`config.mk`:
```
export PLATFORM = sky130hd
export DESIGN_NAME = three_to_eight_decoder_seq
export DESIGN_NICKNAME = d
export VERILOG_FILES = /design/src/rtl/decoder_pkg.sv /design/src/rtl/three_to_eight_decoder_comb.sv /design/src/rtl/three_to_eight_decoder_seq.sv
export SDC_FILE = /design/constraint.sdc
export NUM_CORES = 1
export LEC_CHECK = 0
export ABC_AREA = 1
export BUFFER_PORTS_ARGS = -buffer_cell sky130_fd_sc_hd__buf_2
export CAP_MARGIN = 40
export CORE_ASPECT_RATIO = 0.6
export CORE_MARGIN = 2
export CORE_UTILIZATION = 35
export CTS_CLUSTER_DIAMETER = 200
export DETAILED_ROUTE_END_ITERATION = 8
export RECOVER_POWER = 50
export SYNTH_ARGS = -nofsm -noshare
export SYNTH_HDL_FRONTEND = slang
export SYNTH_SLANG_ARGS = --single-unit
```
`constraint.sdc`:
```
create_clock -name clk -period 3.8 [get_ports clk]
set_input_delay 0.38 -clock clk [delete_from_list [all_inputs] [get_ports clk]]
set_output_delay 0.38 -clock clk [all_outputs]
set_load 0.03 [all_outputs]
```
`src/rtl/decoder_pkg.sv`:
```
// Shared types, widths and the 3->8 one-hot helper for the decoder family.
package decoder_pkg;

  localparam int unsigned CODE_W = 3;
  localparam int unsigned OUT_W  = 8;

  typedef enum logic [1:0] {
    ST_IDLE  = 2'd0,
    ST_HOLD  = 2'd1,
    ST_SWEEP = 2'd2
  } state_e;

  // Bit k set for code k.
  function automatic logic [OUT_W-1:0] onehot3(input logic [CODE_W-1:0] code);
    return OUT_W'(1) << code;
  endfunction

endpackage

```
`src/rtl/three_to_eight_decoder_comb.sv`:
```
// Pure combinational 3->8 one-hot decode.
//   code : binary code in
//   y_oh : one-hot out, bit k set for code k
module three_to_eight_decoder_comb
  import decoder_pkg::*;
(
  input  logic [CODE_W-1:0] code,
  output logic [OUT_W-1:0]  y_oh
);

  assign y_oh = onehot3(code);

endmodule

```
`src/rtl/three_to_eight_decoder_seq.sv`:
```
// Registered 3->8 one-hot decoder with valid/ready handshake and a sweep mode
// that walks all eight codes in order.
//   clk, rst_n              : clock, async active-low reset
//   in_valid/in_ready, code : code input handshake
//   sweep_start             : start a sweep (IDLE only)
//   out_valid/out_ready     : result handshake
//   y_oh, y                 : one-hot result, and its optionally inverted copy
//   busy, sweep_done        : sweep in progress / final sweep code accepted
module three_to_eight_decoder_seq
  import decoder_pkg::*;
#(
  parameter bit SWEEP_DESC     = 1'b1,
  parameter bit ACTIVE_LOW_OUT = 1'b0
) (
  input  logic              clk,
  input  logic              rst_n,
  input  logic              in_valid,
  output logic              in_ready,
  input  logic [CODE_W-1:0] code,
  input  logic              sweep_start,
  output logic              out_valid,
  input  logic              out_ready,
  output logic [OUT_W-1:0]  y_oh,
  output logic [OUT_W-1:0]  y,
  output logic              busy,
  output logic              sweep_done
);

  localparam logic [CODE_W-1:0] SWEEP_FIRST = SWEEP_DESC ? CODE_W'(7) : CODE_W'(0);
  localparam logic [CODE_W-1:0] SWEEP_LAST  = SWEEP_DESC ? CODE_W'(0) : CODE_W'(7);

  state_e            state_q, state_d;
  logic [CODE_W-1:0] cnt_q, cnt_d;
  logic [OUT_W-1:0]  y_oh_q, y_oh_d;
  logic [OUT_W-1:0]  y_q, y_d;
  logic              out_valid_q, out_valid_d;
  logic              busy_q, busy_d;
  logic              sweep_done_q, sweep_done_d;
  logic [OUT_W-1:0]  code_oh;

  // Input-path decode.
  three_to_eight_decoder_comb u_dec (
    .code (code),
    .y_oh (code_oh)
  );

  // Pass-through ready in HOLD so a stream of codes runs without bubbles.
  assign in_ready = (state_q == ST_IDLE) || ((state_q == ST_HOLD) && out_ready);

  // Next-state and registered-output logic.
  always_comb begin
    state_d      = state_q;
    cnt_d        = cnt_q;
    y_oh_d       = y_oh_q;
    out_valid_d  = out_valid_q;
    busy_d       = busy_q;
    sweep_done_d = 1'b0;

    unique case (state_q)
      ST_IDLE: begin
        // in_valid has priority over sweep_start.
        if (in_valid) begin
          state_d     = ST_HOLD;
          y_oh_d      = code_oh;
          out_valid_d = 1'b1;
        end else if (sweep_start) begin
          state_d     = ST_SWEEP;
          cnt_d       = SWEEP_FIRST;
          y_oh_d      = onehot3(SWEEP_FIRST);
          out_valid_d = 1'b1;
          busy_d      = 1'b1;
        end
      end

      ST_HOLD: begin
        if (out_ready) begin
          if (in_valid) begin
            y_oh_d = code_oh;
          end else begin
            state_d     = ST_IDLE;
            y_oh_d      = '0;
            out_valid_d = 1'b0;
          end
        end
      end

      ST_SWEEP: begin
        if (out_ready) begin
          if (cnt_q == SWEEP_LAST) begin
            state_d      = ST_IDLE;
            cnt_d        = '0;
            y_oh_d       = '0;
            out_valid_d  = 1'b0;
            busy_d       = 1'b0;
            sweep_done_d = 1'b1;
          end else begin
            cnt_d  = SWEEP_DESC ? (cnt_q - CODE_W'(1)) : (cnt_q + CODE_W'(1));
            y_oh_d = onehot3(cnt_d);
          end
        end
      end

      default: begin
        state_d      = ST_IDLE;
        cnt_d        = '0;
        y_oh_d       = '0;
        out_valid_d  = 1'b0;
        busy_d       = 1'b0;
      end
    endcase

    y_d = ACTIVE_LOW_OUT ? ~y_oh_d : y_oh_d;
  end

  // State and output registers.
  always_ff @(posedge clk or negedge rst_n) begin
    if (!rst_n) begin
      state_q      <= ST_IDLE;
      cnt_q        <= '0;
      y_oh_q       <= '0;
      y_q          <= ACTIVE_LOW_OUT ? '1 : '0;
      out_valid_q  <= 1'b0;
      busy_q       <= 1'b0;
      sweep_done_q <= 1'b0;
    end else begin
      state_q      <= state_d;
      cnt_q        <= cnt_d;
      y_oh_q       <= y_oh_d;
      y_q          <= y_d;
      out_valid_q  <= out_valid_d;
      busy_q       <= busy_d;
      sweep_done_q <= sweep_done_d;
    end
  end

  assign y_oh       = y_oh_q;
  assign y          = y_q;
  assign out_valid  = out_valid_q;
  assign busy       = busy_q;
  assign sweep_done = sweep_done_q;

endmodule

```
==> impl_metrics.csv, run 1 <==
group,metric,value,unit
setup_path,cp_slowest_cell,"dfrtp_1",
logic_synthesis,avgSynthCellArea,6.95,um^2
clock_network,cts_hold_buffers,0,
power_and_ir_drop,seq_power_share,31.5,%
clock_network,numCtsBuffers,3,
routing,vias_per_cell,4.48,
floorplan,die_area,3210,um^2
clock_network,clock_latency,260,ps
sta,final.period_utilization,43.8,%
clock_network,cts_tree,"done",
placement,dp_hpwl,1720,um
sta,fmax,601,MHz
finish,synthToLayoutAreaGrowth,13.9,%
clock_network,root_buffer,"clkbuf_8",
hold_path,hold_class,"primary input to asynchronous set/reset pin",
clock_network,clockBufferDepth,2,
global_route,globalRoute.totalOverflow,0,
flow_run,maxCapViolations,0,
sta,layout_setup_ws,2130,ps
logic_synthesis,synthAdderAreaFrac,0,%
floorplan,core-area,2560,um^2
routing,drt_iter0_markers,35,
routing,wl_met1,1180,um
power_and_ir_drop,clockPowerShare,16.6,%
placement,dp_slack,2160,ps
sta,hold_viol_final,0,
global_route,grt_pass1_wl,3510,um
finish,seq_area,400,um^2
logic_synthesis,synth.distinct_cells,16,
sta,fin_worst_skew,7.38,ps
routing,routed_wl,2160,um
setup_path,startpoint_type,"flop",
setup_path,critPathKind,"flop to flop",
setup_path,crit_family,"simple AND/OR/NAND/NOR gates",
sta,grt_setup_unrepaired,"no",
sta,maxSlewViolCount,0,
logic_synthesis,synth_nets,147,
routing,wl_met2,865,um
finish,drive_gt1_share,16.9,%
routing,dr_total_vias,861,
placement,place_congestion,0.781,
clock_network,post_cts.repair.setup_buffers,0,
logic_synthesis,yosysSeqAreaShare,41.5,%
clock_network,clock-sinks,16,
power_and_ir_drop,p_sw_share,51.0,%
logic_synthesis,synth_top_family_by_area,"simple AND/OR/NAND/NOR gates",
sta,slew_headroom,41.4,%
power_and_ir_drop,p_per_area,843,nW/um^2
floorplan,die_h,44.7,um
logic_synthesis,synth-xor-area-share,0,%
sta,period_minus_slack,1670,ps
global_route,grt_max_degree,17,
routing,drtPass1Iterations,4,
sta,final.setup.tns,0,ps
logic_synthesis,ys_ff_latch,16,
routing,wire_per_inst,11.3,um
placement,port_buffers,27,
setup_path,slowest_delay,470,ps
setup_path,worstPathArrival,1810,ps
outcome,outcome,"finished clean",
routing,met3_length,109,um
global_route,antenna_found_initial,0,
sta,setup_viol,0,
logic_synthesis,synthCells,139,
floorplan,initial_core_util,37.8,%
global_route,track_usage,14.5,%
global_route,grt_pass1_vias,761,
clock_network,cts.clk_slew.worst_paths,70,ps
power_and_ir_drop,pwr-share-comb,51.9,%
clock_network,ctsResizeCount,0,
routing,maxUsedRoutingLayer,"met4",
setup_path,crit_required,3940,ps
power_and_ir_drop,p_sw,0.473,mW
clock_network,htreeDepth,1,
power_and_ir_drop,vdd_drop_max,306,uV
setup_path,crit_buf_inv,1,
logic_synthesis,synth.mux.area_fraction,0,%
logic_synthesis,synth_simple_gate_area_share,35.2,%
floorplan,ios,28,
setup_path,crit_fanout,11,
logic_synthesis,synth_area,966,um^2
setup_path,path_cells,"nor2_1, nor2_1, nor2_2, inv_1, nand2_1, nand2_1",
power_and_ir_drop,leakagePower,0.627,nW
routing,drc,0,
power_and_ir_drop,intPower,0.454,mW
finish,multi_input_area,427,um^2
logic_synthesis,ys_warn_count,0,
finish,layout.nets,169,
floorplan,rows,14,
sta,worstMarginPinSlew,879,ps
routing,antenna_left,0,
finish,diodes,0,
finish,fill_cells,281,
setup_path,endpoint_kind,"flop",
logic_synthesis,synth_compound_area_share,8.94,%
floorplan,die_w,71.8,um
==> metal layers <==
layer  track usage [%]  vias to the layer above
li1                  -                      457
met1              22.4                      385
met3              5.36                        2
met4              2.26                        0
met5                 0                        -
met2              19.3                       17
==> synth_stat cells, drive strengths merged <==
master	number	share of area [%]
inv	15	5.8
a21oi	4	3.2
dfrtp	16	41
nor3	1	0.52
o21ai	11	5.7
nor2	13	5.6
buf	10	8.5
nand3b	1	0.78
nand3	5	2.6
nand2	63	26
==> cell families after synthesis <==
group	Yosys count
and+or+nand+nor	83
AOI/OAI and AO/OA	15
buffers and inverters	25
DFF	16
==> sequential cells by signal (all words and copies together) (netlist names) <==
name / flops
out_valid: 1
state_q: 2
sweep_done: 1
busy: 1
y: 8
cnt_q: 3
==> path summary, 6_finish.rpt <==
kind / from / to / slack, ps / cells after the start
worst min register to register: busy$_DFFE_PN0P_ / busy$_DFFE_PN0P_ / 470 / 2
worst max-delay path: state_q[1]$_DFFE_PN0P_ / y[1]$_DFFE_PN0P_ / 2130 / 6
min in group clk: in_valid / state_q[0]$_DFFE_PN0P_ / 420 / 3
max in group asynchronous: rst_n / y[1]$_DFFE_PN0P_ / 3040 / 1
worst min-delay path: rst_n / y[0]$_DFFE_PN0P_ / 220 / 1
worst max register to register: state_q[1]$_DFFE_PN0P_ / y[1]$_DFFE_PN0P_ / 2130 / 6
==> final cells by class <==
type / count / area share (%)
Tap cell: 32 / 3.64
Multi-Input combinational cell: 98 / 38.8
Clock buffer: 4 / 5.01
Timing Repair Buffer: 27 / 11.0
Sequential cell: 16 / 36.4
Inverter: 15 / 5.12
==> layout by cell type, fill, tap and decap left out, drive strengths merged <==
cell type  netlist  final
nand3b           1      1
buf             10     16
nand2           63     63
a21oi            4      4
inv             15     15
clkbuf           0     15
dfrtp           16     16
nand3            5      5
o21ai           11     11
nor2            13     13
nor3             1      1
==> power by group through the flow <==
stage          Sequential, mW  Combinational (mW)  Clock, mW
4_1_cts                 0.291               0.495      0.157
3_5_place_dp            0.293               0.494          0
3_3_place_gp            0.289               0.488          0
6_report                0.292               0.481      0.154
5_1_grt                 0.302               0.542      0.168
2_1_floorplan           0.341               0.368          0
==> worst register-to-register path: stages (launching register included) <==
cell	delay (ps)
dfrtp_1	470
nor2_1	240
nor2_1	90
nor2_2	340
inv_1	230
nand2_1	110
nand2_1	50
==> through the flow <==
step / total power [mW] / hold slack [ps] / instance area, um^2 / util [%] / cells
floorplan: 0.709 / 84.4 / 966 / - / 139
global placement: 0.777 / 311 / 1060 / 41.4 / 188
detailed placement: 0.786 / 327 / 1060 / 41.4 / 188
CTS: 0.943 / 49.3 / 1110 / 43.5 / 192
global route: 1.01 / 294 / 1100 / 43.0 / 192
finish: 0.927 / 217 / 1100 / 43.0 / 192
Note: power is estimated with default switching activity, not from simulation.
==> inputs of run 2 (changes only) <==
clock period = 1.6 ns   (was 3.8 ns; I/O delays follow)
==> run 2 against run 1 <==
  * Hold slack got worse by 1.4 ps
  * Clock power rose by 130%
  * Cell count rose by 1.0%
  * Register-to-register slack got worse by 1900 ps
  * Combinational power rose by 150%
  * Via count rose by 3.3%
  * Clock skew fell by 6.2 ps
  * Maximum frequency rose by 22%
  * Largest power group unchanged
  * Global-route usage rose by 0.078 points
==> impl_metrics.csv, run 2 (same netlist as run 1, synthesis figures left out) <==
group,metric,value,unit
sta,grt_setup_unrepaired,"no",
routing,routed_wl,2190,um
sta,hold_viol_final,0,
finish,layout.nets,171,
floorplan,initial_core_util,37.8,%
setup_path,crit_buf_inv,1,
floorplan,rows,14,
setup_path,crit_family,"simple AND/OR/NAND/NOR gates",
power_and_ir_drop,leakagePower,0.635,nW
clock_network,clock-sinks,16,
finish,final_cell_mix,"nand2_1, dfrtp_1, buf_2",
placement,dp_hpwl,1720,um
clock_network,cts.clk_slew.worst_paths,60,ps
global_route,antenna_found_initial,0,
setup_path,slowest_delay,460,ps
finish,diodes,0,
sta,slew_headroom,40.7,%
finish,synthToLayoutAreaGrowth,15.7,%
setup_path,endpoint_kind,"flop",
setup_path,startpoint_type,"flop",
routing,vias_per_cell,4.58,
finish,fill_cells,278,
clock_network,numCtsBuffers,3,
placement,place_congestion,0.810,
routing,drtPass1Iterations,5,
routing,met3_length,207,um
routing,wl_met2,896,um
sta,setup_viol,0,
sta,fin_worst_skew,1.21,ps
clock_network,cts_tree,"done",
floorplan,die_h,44.7,um
global_route,grt_pass1_vias,764,
floorplan,die_w,71.8,um
routing,maxUsedRoutingLayer,"met4",
placement,dp_slack,253,ps
sta,fmax,732,MHz
setup_path,crit_required,1740,ps
finish,drive_gt1_share,17.3,%
setup_path,path_cells,"nor2_1, nor2_1, nor2_2, buf_4, nand2_4, nand2_1, nand2_1",
sta,worstMarginPinSlew,890,ps
routing,wire_per_inst,11.3,um
setup_path,r2r_slack,230,ps
routing,drt_iter0_markers,33,
sta,maxSlewViolCount,0,
routing,drc,0,
setup_path,crit_fanout,10,
clock_network,ctsResizeCount,0,
global_route,grt_max_degree,17,
setup_path,cp_slowest_cell,"dfrtp_1",
setup_path,worstPathArrival,1510,ps
sta,layout_setup_ws,234,ps
global_route,globalRoute.totalOverflow,0,
finish,largest_reg_flops,8,
setup_path,critPathKind,"flop to flop",
global_route,grt_pass1_wl,3470,um
routing,antenna_left,0,
routing,wl_met1,1060,um
outcome,outcome,"finished clean",
floorplan,core-area,2560,um^2
clock_network,root_buffer,"clkbuf_8",
sta,final.setup.tns,0,ps
power_and_ir_drop,vdd_drop_max,711,uV
global_route,track_usage,14.6,%
flow_run,maxCapViolations,0,
power_and_ir_drop,p_per_area,1990,nW/um^2
floorplan,die_area,3210,um^2
sta,period_minus_slack,1370,ps
routing,dr_total_vias,889,
clock_network,clockBufferDepth,2,
floorplan,ios,28,
clock_network,htreeDepth,1,
placement,port_buffers,27,
hold_path,hold_class,"primary input to flop",
clock_network,clock_latency,250,ps
sta,final.period_utilization,85.4,%
finish,final_common_cell,"nand2_1",
-- run 2: cell types whose count changed in the layout (fill, tap and decap cells not counted) --
cell           previous run  this run
buf_4                     0         1
dlygate4sd3_1             0         1
-- run 2: area by class of cell --
| cell class | instances | area [um^2] | share of cell area, % |
|---|---|---|---|
| inverter | 15 | 56.3 | 5.04 |
| sequential | 16 | 400 | 35.8 |
| timing repair buffer | 29 | 139 | 12.4 |
| multi-input combinational | 98 | 427 | 38.2 |
| tap | 32 | 40.0 | 3.58 |
| clock buffer | 4 | 55.1 | 4.93 |
-- run 2: metrics by stage --
step / cell area [um^2] / hold WS, ps / total power, mW / utilization [%] / instances
2_1_floorplan: 966 / -136 / 1.68 / - / 139
3_3_place_gp: 1070 / 89.1 / 1.86 / 41.7 / 189
3_5_place_dp: 1070 / 98.3 / 1.89 / 41.7 / 189
4_1_cts: 1130 / 189 / 2.26 / 44.2 / 194
5_1_grt: 1120 / 225 / 2.41 / 43.7 / 194
6_report: 1120 / 215 / 2.22 / 43.7 / 194
-- run 2: power by group --
group          switching (mW)  leakage, nW  internal [mW]  total (mW)
combinational           0.850        0.396          0.334        1.18
clock                   0.135       0.0288          0.218       0.353
sequential              0.141        0.210          0.547       0.688
total                    1.12        0.635           1.10        2.22
-- run 2: per-layer routing --
metal	up-vias	GRT usage [%]
met1	393	19.9
met4	0	4.53
met2	30	21.7
met5	-	0
li1	462	-
met3	4	5.58
-- run 2: worst paths after layout --
check	from	end	cells after the start
worst max-delay path	state_q[1]$_DFFE_PN0P_	out_valid$_DFFE_PN0P_	7
worst min-delay path	in_valid	state_q[0]$_DFFE_PN0P_	3
worst max register to register	state_q[1]$_DFFE_PN0P_	out_valid$_DFFE_PN0P_	7
worst min register to register	busy$_DFFE_PN0P_	busy$_DFFE_PN0P_	2
max in group asynchronous	rst_n	state_q[1]$_DFFE_PN0P_	2
min in group asynchronous	rst_n	y[3]$_DFFE_PN0P_	2
-- run 2: worst reg2reg max path, stage by stage, from the launching register on --
cell,delay (ps)
dfrtp_1,460
nor2_1,260
nor2_1,90
nor2_2,100
buf_4,180
nand2_4,60
nand2_1,50
nand2_1,50
-- run 2: what timing repair did --
item / in CTS / in global routing
hold buffers: 1 / 0
setup endpoints to repair: 0 / 0
setup buffers: 0 / 0
hold endpoints to repair: 16 / 0
==> inputs of run 3 (changes only) <==
PLACE_DENSITY_LB_ADDON = 0.05   (was unset)
clock period = 1.45 ns   (was 1.6 ns; I/O delays follow)
==> run 3 against run 2 <==
  * Largest power group unchanged
  * Sequential cell count stayed put
  * Utilization rose by 0.54 points
  * Via count is 2.9% higher
  * Design area up 1.2%
==> impl_metrics.csv, run 3 (same netlist as run 1, synthesis figures left out) <==
group,metric,value,unit
outcome,outcome,"finished clean",
sta,holdWs,197,ps
power_and_ir_drop,intPower,1.22,mW
placement,dp_hpwl,1690,um
sta,setup_viol,0,
floorplan,initial_core_util,37.8,%
setup_path,worstPathArrival,1410,ps
power_and_ir_drop,seq_power_share,30.8,%
sta,final.setup.tns,0,ps
sta,maxSlewViolCount,0,
floorplan,die_h,44.7,um
hold_path,whs_endpoint,"state_q[0]$_DFFE_PN0P_",
finish,instances_no_fill,196,
clock_network,numCtsBuffers,3,
floorplan,ios,28,
sta,fin_worst_skew,1.22,ps
clock_network,clock_latency,250,ps
setup_path,endpoint_kind,"flop",
clock_network,root_buffer,"clkbuf_8",
clock_network,clockBufferDepth,2,
finish,fill_cells,276,
routing,antenna_left,0,
hold_path,hold_depth,3,
power_and_ir_drop,pwr-share-comb,55.7,%
routing,wire_per_inst,10.9,um
clock_network,clock-sinks,16,
placement,place_congestion,0.812,
sta,slew_headroom,40.2,%
clock_network,post_cts.repair.setup_buffers,0,
routing,drc,0,
setup_path,critPathKind,"flop to flop",
routing,vias_per_cell,4.67,
setup_path,crit_required,1590,ps
setup_path,slowest_delay,440,ps
finish,drive_gt1_share,20.7,%
hold_path,hold_class,"primary input to flop",
setup_path,r2r-end,"cnt_q[0]$_DFFE_PN0P_",
power_and_ir_drop,p_sw,1.25,mW
global_route,globalRoute.totalOverflow,0,
setup_path,r2r_slack,180,ps
finish,final_cell_mix,"nand2_1, buf_2, dfrtp_1",
setup_path,ff2ff_path_depth,7,
setup_path,crit_fanout,6,
floorplan,die_w,71.8,um
placement,dpl_cell_area,1090,um^2
routing,routed_wl,2140,um
sta,worstMarginPinSlew,897,ps
floorplan,die_area,3210,um^2
power_and_ir_drop,p_sw_share,50.8,%
routing,dr_total_vias,915,
sta,grt_setup_unrepaired,"no",
routing,drt_iter0_markers,77,
finish,synthToLayoutAreaGrowth,17.1,%
power_and_ir_drop,p_per_area,2180,nW/um^2
clock_network,htreeDepth,1,
finish,diodes,0,
setup_path,path_cells,"buf_4, nand3_1, nand2_1, nor2_2, inv_1, nand2_1, nand2_1",
power_and_ir_drop,total_power,2.47,mW
global_route,antenna_found_initial,0,
sta,hold_viol_final,0,
clock_network,cts_tree,"done",
finish,layout.nets,174,
finish,largest_reg_flops,8,
sta,final.period_utilization,87.6,%
setup_path,cp_slowest_cell,"dfrtp_2",
clock_network,cts.clk_slew.worst_paths,60,ps
hold_path,hold_start,"in_valid",
flow_run,maxCapViolations,0,
setup_path,crit_family,"simple AND/OR/NAND/NOR gates",
placement,placed_cells,192,
placement,port_buffers,27,
floorplan,rows,14,
global_route,grt_pass1_vias,760,
routing,drtPass1Iterations,4,
sta,period_minus_slack,1270,ps
power_and_ir_drop,clockPowerShare,13.5,%
global_route,grt_pass1_wl,3570,um
global_route,grt_max_degree,17,
setup_path,crit_path_frequent_cell,"nand2_1",
setup_path,crit_buf_inv,2,
finish,final_common_cell,"nand2_1",
power_and_ir_drop,vdd_drop_max,783,uV
sta,layout_setup_ws,180,ps
floorplan,core-area,2560,um^2
setup_path,r2r_start,"state_q[1]$_DFFE_PN0P_",
power_and_ir_drop,leakagePower,0.639,nW
sta,fmax,788,MHz
setup_path,startpoint_type,"flop",
finish,final_area,1130,um^2
finish,post-route-util,44.2,%
global_route,track_usage,14.8,%
placement,dp_slack,121,ps
run 3: worst max-delay path by stage:
stage                     cells after the start  slack [ps]                   start                    end
after detailed placement                      6         120  state_q[0]$_DFFE_PN0P_       y[0]$_DFFE_PN0P_
after global placement                        6         160  state_q[0]$_DFFE_PN0P_       y[5]$_DFFE_PN0P_
after CTS                                     6         110  state_q[0]$_DFFE_PN0P_       y[0]$_DFFE_PN0P_
after floorplan                               8         210  state_q[1]$_DFFE_PN0P_  out_valid$_DFFE_PN0P_
final                                         7         180  state_q[1]$_DFFE_PN0P_   cnt_q[0]$_DFFE_PN0P_
after global routing                          7          20  state_q[0]$_DFFE_PN0P_   cnt_q[0]$_DFFE_PN0P_
run 3: worst register-to-register path, cell delays in order, from the launching register on:
cell and delay (ps):
dfrtp_2 440, buf_4 160, nand3_1 90, nand2_1 70, nor2_2 200, inv_1 90
nand2_1 60, nand2_1 50
run 3: timing repair:
item	4_1_cts	5_1_grt
endpoints found under the hold margin	16	0
endpoints found under the setup margin	0	8
hold buffers	1	0
resized for setup	0	4
run 3: layout make-up:
type                            count  area (um^2)  area share, %
Multi-Input combinational cell     98          429           37.9
Sequential cell                    16          403           35.6
Timing Repair Buffer               32          161           14.3
Inverter                           15         56.3           4.98
Clock buffer                        3         41.3           3.65
Tap cell                           32         40.0           3.54
run 3: layer usage:
metal | part of all wire (%) | up-vias | wire length, um | track usage, %
li1 | - | 468 | - | -
met3 | 9.2 | 2 | 196 | 5.36
met4 | 0.37 | 0 | 8 | 3.40
met5 | 0 | - | 0 | 0
met1 | 51 | 405 | 1090 | 22.0
met2 | 39 | 40 | 842 | 20.6
run 3: power by group through the flow:
| stage | registers [mW] | clock network [mW] | logic (mW) |
|---|---|---|---|
| 2_1_floorplan | 0.894 | 0 | 0.965 |
| 3_3_place_gp | 0.746 | 0 | 1.41 |
| 3_5_place_dp | 0.755 | 0 | 1.39 |
| 4_1_cts | 0.749 | 0.344 | 1.40 |
| 5_1_grt | 0.789 | 0.369 | 1.54 |
| 6_report | 0.760 | 0.333 | 1.38 |
